### src/rtl/vga_timing_recovery.sv
// rtl/vga_timing_recovery.sv - recovers 640x480@60 pixel coordinates and lock status from raw syncs
module vga_timing_recovery (
    input  logic        clk,
    input  logic        reset,
    input  logic        hsync_in,
    input  logic        vsync_in,
    input  logic [8:0]  rgb_in,
    output logic [9:0]  x,
    output logic [9:0]  y,
    output logic        pix_valid,
    output logic [8:0]  rgb_out,
    output logic        frame_start,
    output logic        locked,
    output logic [10:0] h_period,
    output logic [9:0]  v_lines,
    output logic [7:0]  err_count
);

    typedef enum logic [1:0] {SEARCH, ACQUIRE, LOCKED} state_t;

    state_t      state, state_next;
    logic [1:0]  good, good_next;
    logic        hs_d, vs_d;
    logic        h_fall, v_fall;
    logic [9:0]  hc, vc;
    logic [10:0] hp;
    logic [9:0]  vl;
    logic [9:0]  v_meas;
    logic        first_h, first_v, frame_bad;
    logic        h_err, v_err;
    logic        hc_wrap, visible;

    assign h_fall  = hs_d & ~hsync_in;
    assign v_fall  = vs_d & ~vsync_in;
    assign hc_wrap = !h_fall && (hc == 10'd799);
    assign locked  = (state == LOCKED);
    assign visible = locked && (hc < 10'd640) && (vc < 10'd480);

    // A line ending on the same clock as the frame still belongs to the frame being measured
    always_comb begin
        v_meas = vl;
        if (h_fall && (vl != 10'd1023))
            v_meas = vl + 10'd1;
    end

    assign h_err = h_fall && !first_h && (hp != 11'd800);
    assign v_err = v_fall && !first_v && (v_meas != 10'd525);

    always_comb begin
        state_next = state;
        good_next  = good;
        case (state)
            SEARCH: begin
                if (v_fall) begin
                    state_next = ACQUIRE;
                    good_next  = 2'd0;
                end
            end
            ACQUIRE: begin
                if (h_err || v_err) begin
                    good_next = 2'd0;
                end else if (v_fall) begin
                    if (frame_bad) begin
                        good_next = 2'd0;
                    end else if (good == 2'd1) begin
                        good_next  = 2'd2;
                        state_next = LOCKED;
                    end else begin
                        good_next = good + 2'd1;
                    end
                end
            end
            LOCKED: begin
                if (h_err || v_err)
                    state_next = SEARCH;
            end
            default: state_next = SEARCH;
        endcase
    end

    always_ff @(posedge clk) begin
        if (reset) begin
            state       <= SEARCH;
            good        <= 2'd0;
            hs_d        <= 1'b1;
            vs_d        <= 1'b1;
            hc          <= 10'd0;
            vc          <= 10'd0;
            hp          <= 11'd0;
            vl          <= 10'd0;
            first_h     <= 1'b1;
            first_v     <= 1'b1;
            frame_bad   <= 1'b0;
            h_period    <= 11'd0;
            v_lines     <= 10'd0;
            err_count   <= 8'd0;
            x           <= 10'd0;
            y           <= 10'd0;
            pix_valid   <= 1'b0;
            rgb_out     <= 9'd0;
            frame_start <= 1'b0;
        end else begin
            state <= state_next;
            good  <= good_next;
            hs_d  <= hsync_in;
            vs_d  <= vsync_in;

            if (h_fall)
                hc <= 10'd656;
            else if (hc == 10'd799)
                hc <= 10'd0;
            else
                hc <= hc + 10'd1;

            if (v_fall)
                vc <= 10'd490;
            else if (hc_wrap)
                vc <= (vc == 10'd524) ? 10'd0 : vc + 10'd1;

            if (h_fall) begin
                hp       <= 11'd1;
                h_period <= hp;
            end else if (hp != 11'd2047) begin
                hp <= hp + 11'd1;
            end

            if (v_fall) begin
                vl      <= 10'd0;
                v_lines <= v_meas;
            end else if (h_fall && (vl != 10'd1023)) begin
                vl <= vl + 10'd1;
            end

            if (h_fall)
                first_h <= 1'b0;
            if (v_fall)
                first_v <= 1'b0;

            if (v_fall)
                frame_bad <= 1'b0;
            else if (h_err)
                frame_bad <= 1'b1;

            if ((h_err || v_err) && (err_count != 8'd255))
                err_count <= err_count + 8'd1;

            x           <= hc;
            y           <= vc;
            pix_valid   <= visible;
            rgb_out     <= visible ? rgb_in : 9'd0;
            frame_start <= locked && (hc == 10'd0) && (vc == 10'd0);
        end
    end

endmodule

### config.mk
export PLATFORM = sky130hd
export DESIGN_NAME = vga_timing_recovery
export DESIGN_NICKNAME = d
export VERILOG_FILES = /design/src/rtl/vga_timing_recovery.sv
export SDC_FILE = /design/constraint.sdc
export NUM_CORES = 1
export LEC_CHECK = 0
export ABC_CLOCK_PERIOD_IN_PS = 6180
export BUFFER_PORTS_ARGS = -buffer_cell sky130_fd_sc_hd__clkbuf_2
export CAP_MARGIN = 5
export CORE_MARGIN = 2
export CORE_UTILIZATION = 60
export CTS_CLUSTER_SIZE = 40
export DETAILED_ROUTE_END_ITERATION = 7
export PLACE_DENSITY = 0.82
export SETUP_SLACK_MARGIN = 0.1
export SLEW_MARGIN = 25
export SYNTH_ARGS = -nofsm -noshare
export SYNTH_HDL_FRONTEND = slang
export SYNTH_SLANG_ARGS = --single-unit
### constraint.sdc
create_clock -name clk -period 6.18 [get_ports clk]
set_clock_uncertainty 0.05 [all_clocks]
set_input_delay 0.618 -clock clk [delete_from_list [all_inputs] [get_ports clk]]
set_output_delay 0.618 -clock clk [all_outputs]
set_load 0.01 [all_outputs]
==> run metrics, run 1 <==
outcome finished clean; number of different library cells in the post-synthesis netlist 60; arrival time worst endpoint 2.86 ns; max_slew headroom 47.2%; sink count of the clock tree 110; CTS buffer count 9; Detail Placement HPWL 6590 um; final weighted congestion of routability-driven global placement 0.890; instance area at placement 4940 um2; count of flip-flops with a built-in enable after synthesis 0; Congestion Overflow GR 0; wire length of the first global-routing pass 15800 um; CP Capture Type register; Setup Buffers After CTS 0; main area contributors after synthesis sky130_fd_sc_hd__dfxtp_1, sky130_fd_sc_hd__nor2_1, sky130_fd_sc_hd__nand2_1, sky130_fd_sc_hd__a21oi_1, sky130_fd_sc_hd__o21ai_0; setup repair after global routing missed its margin no; number of hold buffers added after CTS 0; Crit Path Class reg -> reg; area fraction in compound gates after synthesis 13.7%; post-detailed-route count of antenna-violating nets 0; synth-to-layout area growth 13.8%; commonest cells after routing, fill and taps aside sky130_fd_sc_hd__dfxtp_1, sky130_fd_sc_hd__clkbuf_2, sky130_fd_sc_hd__nor2_1; final sum of negative setup slack 0 ns; maximum capacitance violations 0; Yosys top cell by area sky130_fd_sc_hd__dfxtp_1; Hold Crit Class in -> reg; Max IR drop VDD 0.146 mV; maximum level of the CTS H-tree 3; Period Utilization, post-route 42.8%; number of remaining DRC errors 0; net count of the mapped netlist 526; Final Slew Violations 0; summed instance area of the synthesized netlist 4530 um2; Avg Inst Size Synth 8.98 um2; number of antenna violations at the first check in global routing 0; number of global-route vias before repair 3525; startpoint types register; overall die width 90.9 um; count of input and output buffers 73; vias per cell 5.57; clock share of power 35.0%; TritonCTS clock tree yes; number of failing hold endpoints at the final stage 0; fraction of the core area covered by cells at the end of the flow 70.6%; portion of netlist area occupied by mux cells 1.55%; Post-synth top flop sky130_fd_sc_hd__dfxtp_1; starting DRC count in detailed routing 227; final routed wire length divided by cell count 13.8 um; sequential fraction of the synthesis area 48.7%; synth warn 0; Internal Pwr Total 951 uW; cell area power density 244 nW/um2; largest fanout on the critical path 7; clock-pin slew of the registers on the worst-case setup and hold paths 0.11 ns; area share of fa/ha/maj cells after synthesis 2.49%; share of total power in combinational logic 6.1%; static leakage power 2.06 nW; leading cell type in the layout, fill and taps excluded sky130_fd_sc_hd__dfxtp_1; Yosys reg bits 110; sequential group share of total power 58.9%; Final nets 592; Fillers 632; latest clock arrival within the worst-skew pair 0.36 ns; Switching Fraction 24.5%; area share of the leading cell type in the synthesized netlist 48.7%; total die area 8250 um2; worst path required time 6.40 ns; maximum clock frequency 0.378 GHz; height of the die 90.9 um; area of the core region 7290 um2; dominant combinational cell family by area after synthesis simple AND/OR/NAND/NOR gates; share of post-route cells with drive strength above 1 20.7%; global-route usage over all layers 23.2%; post-synthesis cell count 504; number of ports placed on the die boundary 74; std cell rows 31; post-synthesis share of cell area spent on and, or, nand and nor gates 27.6%; Clock Tree Root sky130_fd_sc_hd__clkbuf_8; min cycle time layout 2.65 ns; xor-xnor portion of the synthesized cell area 2.90%; Resized Gates After CTS 0; first-pass iteration count of the detailed router 4; starting density of the core 62.1%; Finish-stage setup viols 0; P_sw 308 uW; antenna diode count 0; largest net degree at the start of global routing 65; Max Root-Sink Buffers 2; post-route cell area 5150 um2; Via Count 3756; async set or reset register ratio after synthesis 0%; transition at the pin with the smallest max-transition slack 0.789 ns; Total Wirelength 9310 um
## layout make-up
class / instances / area, um2 / area share (%)
inverter: 14 / 52.6 / 1.02
timing repair buffer: 75 / 380 / 7.38
sequential: 110 / 2200 / 42.7
tap: 99 / 124 / 2.40
clock inverter: 6 / 81.3 / 1.58
multi-input combinational: 360 / 2180 / 42.4
clock buffer: 10 / 128 / 2.48
## worst max-delay path, cell delays in order (launching register included)
cell,delay (ns)
sky130_fd_sc_hd__dfxtp_1,0.49
sky130_fd_sc_hd__ha_1,0.32
sky130_fd_sc_hd__and3_1,0.32
sky130_fd_sc_hd__nand4_1,0.17
sky130_fd_sc_hd__a221oi_2,0.32
sky130_fd_sc_hd__nand4_2,0.17
sky130_fd_sc_hd__o21ai_2,0.34
sky130_fd_sc_hd__nor3_2,0.08
sky130_fd_sc_hd__mux2_4,0.29
## synth_stat cells, types with 3 or more instances
cell type	number
sky130_fd_sc_hd__nor3_1	6
sky130_fd_sc_hd__or3_1	8
sky130_fd_sc_hd__nand2_1	52
sky130_fd_sc_hd__inv_1	14
sky130_fd_sc_hd__xnor2_1	7
sky130_fd_sc_hd__nand2b_1	7
sky130_fd_sc_hd__or2_2	3
sky130_fd_sc_hd__and2_1	12
sky130_fd_sc_hd__xor2_1	8
sky130_fd_sc_hd__nor2_1	62
sky130_fd_sc_hd__nor4_1	6
sky130_fd_sc_hd__nand3b_1	3
sky130_fd_sc_hd__nor2b_1	20
sky130_fd_sc_hd__o21ai_0	28
sky130_fd_sc_hd__a31oi_1	3
sky130_fd_sc_hd__nand4_1	8
sky130_fd_sc_hd__nand3_1	19
sky130_fd_sc_hd__and3_1	9
sky130_fd_sc_hd__mux2i_1	4
sky130_fd_sc_hd__clkbuf_1	15
sky130_fd_sc_hd__a21o_1	4
sky130_fd_sc_hd__dfxtp_1	110
sky130_fd_sc_hd__nor3b_1	3
sky130_fd_sc_hd__ha_1	9
sky130_fd_sc_hd__a21oi_1	38
## final timing paths
kind | start | end | slack, ns | cells after the start
setup / recovery | vl[0]$_SDFF_PP0_ | err_count[5]$_SDFFE_PP0P_ | 3.53 | 8
hold / removal | rgb_in[6] | rgb_out[6]$_SDFF_PP0_ | 0.39 | 2
setup reg to reg | vl[0]$_SDFF_PP0_ | err_count[5]$_SDFFE_PP0P_ | 3.53 | 8
hold reg to reg | h_period[1]$_SDFFE_PP0P_ | h_period[1]$_SDFFE_PP0P_ | 0.41 | 2
## registers in the layout, indices dropped and copies added (netlist names)
register and count:
frame_bad 1, pix_valid 1, vs_d 1, vc 10
rgb_out 9, state 2, hc 10, hp 11
frame_start 1, x 10, hs_d 1, v_lines 10
vl 10, first_v 1, h_period 11, first_h 1
err_count 8, y 10, good 2
## cells by family (layout without fill, tap and decap cells)
| kind of cell | count (synthesis) | count (layout) |
|---|---|---|
| AO/OA/AOI/OAI | 94 | 94 |
| AND/OR/NAND/NOR | 236 | 236 |
| buffers and inverters | 34 | 105 |
| adder cells (fa/ha/maj) | 9 | 9 |
| multiplexers | 6 | 6 |
| flip-flops | 110 | 110 |
| XOR/XNOR | 15 | 15 |
## power by group through the flow
stage,Sequential (mW),Clock [mW],Combinational (mW)
2_1_floorplan,0.756,0,0.0530
3_3_place_gp,0.757,0,0.0745
3_5_place_dp,0.758,0,0.0767
4_1_cts,0.742,0.452,0.0770
5_1_grt,0.745,0.481,0.0852
6_report,0.742,0.441,0.0766
## layer usage
| layer | GRT usage, % | share of wire [%] | up-vias | routed length (um) |
|---|---|---|---|---|
| li1 | - | - | 1878 | - |
| met1 | 29.2 | 45 | 1756 | 4200 |
| met2 | 39.6 | 48 | 101 | 4440 |
| met3 | 3.42 | 5.0 | 21 | 468 |
| met4 | 9.97 | 2.1 | 0 | 197 |
| met5 | 0 | 0 | - | 0 |
## stage by stage
step / instances / hold slack, ns / worst slack (ns) / power [mW]
floorplan: 504 / 0.377 / 3.80 / 0.810
global placement: 658 / 0.385 / 3.19 / 0.831
detailed placement: 658 / 0.396 / 3.07 / 0.835
CTS: 674 / 0.383 / 3.36 / 1.27
global route: 674 / 0.381 / 3.43 / 1.31
finish: 674 / 0.392 / 3.53 / 1.26
Note: power is estimated with default switching activity, not from simulation.
==> inputs of run 2 (changes only) <==
ABC_CLOCK_PERIOD_IN_PS = 2150   (was 6180)
CORE_UTILIZATION = 50   (was 60)
PLACE_DENSITY = 0.73   (was 0.82)
clock period = 2.15 ns   (was 6.18 ns; I/O delays follow)
==> run 2 against run 1 <==
Against the previous run: fmax grew 19%; the run now ends with negative setup slack left; clock power grew to 2.6 times the previous value; cell area grew 12%; setup slack lost 3.6 ns.
==> run metrics, run 2 (synthesized netlist as in run 1, its figures left out) <==
min cycle time layout 2.23 ns; Hold Crit Class in -> reg; clock-pin slew of the registers on the worst-case setup and hold paths 0.10 ns; HP Start rgb_in[8]; Clock Tree Root sky130_fd_sc_hd__clkbuf_8; share of total power in combinational logic 8.4%; std cell rows 34; combined area of the multi-input logic cells 2330 um2; Max IR drop VDD 0.381 mV; height of the die 99.1 um; worst path required time 2.36 ns; sequential group share of total power 59.7%; Detail Placement HPWL 7220 um; worst reg-to-reg setup slack -0.08 ns; Hold Path Sink rgb_out[8]$_SDFF_PP0_; clock share of power 31.9%; vias per cell 5.36; wire length of the first global-routing pass 17100 um; Worst Reg2Reg Path Length in Cells 8; Period Utilization, post-route 104%; P_sw 907 uW; number of global-route vias before repair 3759; final routed wire length divided by cell count 13.7 um; Critical Path, Cell by Cell ha_4 -> and3_4 -> nand4_1 -> a221oi_4 -> nand4_4 -> o21ai_4 -> nor3_2 -> mux2_4; worst hold stages 2; worst slack, placed -0.0971 ns; Finish-stage setup viols 6; hold slack 0.0206 ns; count of input and output buffers 73; startpoint types register; number of failing hold endpoints at the final stage 0; cell area power density 616 nW/um2; longest individual stage delay on the worst path 0.39 ns; worst reg2reg path startpoint vl[0]$_SDFF_PP0_; Switching Fraction 25.4%; share of post-route cells with drive strength above 1 30.5%; largest registers h_period (11), hp (11); sink count of the clock tree 110; overall die width 99.1 um; count of buffering cells on the critical path with inverters included 0; CTS buffer count 9; Fillers 730; maximum clock frequency 0.448 GHz; transition at the pin with the smallest max-transition slack 0.661 ns; outcome finished, violations left; max_slew headroom 55.9%; antenna diode count 0; Final Slew Violations 0; crit-path leading delay family simple AND/OR/NAND/NOR gates; starting density of the core 51.6%; number of ports placed on the die boundary 74; leading cell type in the layout, fill and taps excluded sky130_fd_sc_hd__dfxtp_1; area of the core region 8760 um2; static leakage power 2.35 nW; total die area 9830 um2; area used by sequential logic in the layout 2220 um2; PnR worst setup slack -0.0803 ns; Total Wirelength 10200 um; setup repair after global routing missed its margin yes; arrival time worst endpoint 2.45 ns; total design power 3.57 mW; first-pass iteration count of the detailed router 4; number of remaining DRC errors 0; reg-to-reg endpoint err_count[5]$_SDFFE_PP0P_; Internal Pwr Total 2.66 mW; synth-to-layout area growth 28.0%; violations in the final reports negative setup slack; starting DRC count in detailed routing 132; largest net degree at the start of global routing 26; largest fanout on the critical path 5; post-detailed-route count of antenna-violating nets 0; final weighted congestion of routability-driven global placement 0.979; commonest cells after routing, fill and taps aside sky130_fd_sc_hd__dfxtp_1, sky130_fd_sc_hd__clkbuf_2, sky130_fd_sc_hd__nor2_1; latest clock arrival within the worst-skew pair 0.36 ns; maximum capacitance violations 0; Crit Path Class reg -> reg; Via Count 3989; global-route usage over all layers 21.1%; Congestion Overflow GR 0; maximum level of the CTS H-tree 3; crit path max-delay cell type sky130_fd_sc_hd__dfxtp_4; CP Capture Type register; Max Root-Sink Buffers 2; TritonCTS clock tree yes; Final nets 654; number of antenna violations at the first check in global routing 0
## run 2: how the worst max path moves through the flow
| stage | slack [ns] | end | start | cells after the start |
|---|---|---|---|---|
| 5_1_grt | -0.19 | err_count[0]$_SDFFE_PP0P_ | vl[0]$_SDFF_PP0_ | 9 |
| 2_1_floorplan | -0.03 | err_count[4]$_SDFFE_PP0P_ | vl[0]$_SDFF_PP0_ | 9 |
| 6_report | -0.08 | err_count[5]$_SDFFE_PP0P_ | vl[0]$_SDFF_PP0_ | 8 |
| 4_1_cts | -0.07 | err_count[5]$_SDFFE_PP0P_ | vl[0]$_SDFF_PP0_ | 8 |
| 3_3_place_gp | -0.02 | err_count[5]$_SDFFE_PP0P_ | vl[1]$_SDFF_PP0_ | 8 |
| 3_5_place_dp | -0.1 | err_count[4]$_SDFFE_PP0P_ | vl[1]$_SDFF_PP0_ | 8 |
## run 2: power by group through the flow
stage / combinational [mW] / sequential (mW) / clock, mW
after floorplan: 0.160 / 2.18 / 0
after CTS: 0.293 / 2.13 / 1.16
after global placement: 0.259 / 2.17 / 0
final: 0.299 / 2.13 / 1.14
after detailed placement: 0.264 / 2.17 / 0
after global routing: 0.333 / 2.14 / 1.25
## run 2: layout make-up
cell class | count | share of cell area, %
inverter | 14 | 0.908
sequential | 110 | 38.3
multi-input combinational | 360 | 40.2
tap | 108 | 2.33
clock inverter | 6 | 1.02
timing repair buffer | 137 | 15.1
clock buffer | 9 | 2.14
## run 2: per-layer routing
layer	track usage, %	wire [um]	vias up
met2	34.8	4930	85
met3	3.94	473	12
met5	0	0	-
li1	-	-	1995
met4	7.48	156	0
met1	27.9	4610	1897
## run 2: timing repair
action / CTS / global route
gates resized for setup: 20 / 10
setup buffers: 7 / 2
setup endpoints to repair: 11 / 19
hold buffers: 8 / 0
pin swaps: 17 / 11
gates cloned: 0 / 0
endpoints found under the hold margin: 8 / 0
## run 2: per-stage QoR
step | std cells | setup TNS, ns | util (%) | instance area, um2
after floorplan | 504 | -0.0353 | - | 4590
after global placement | 713 | -0.0330 | 61.2 | 5360
after detailed placement | 713 | -0.361 | 61.2 | 5360
after CTS | 742 | -0.259 | 65.4 | 5730
after global routing | 744 | -1.34 | 66.1 | 5790
final | 744 | -0.276 | 66.1 | 5790
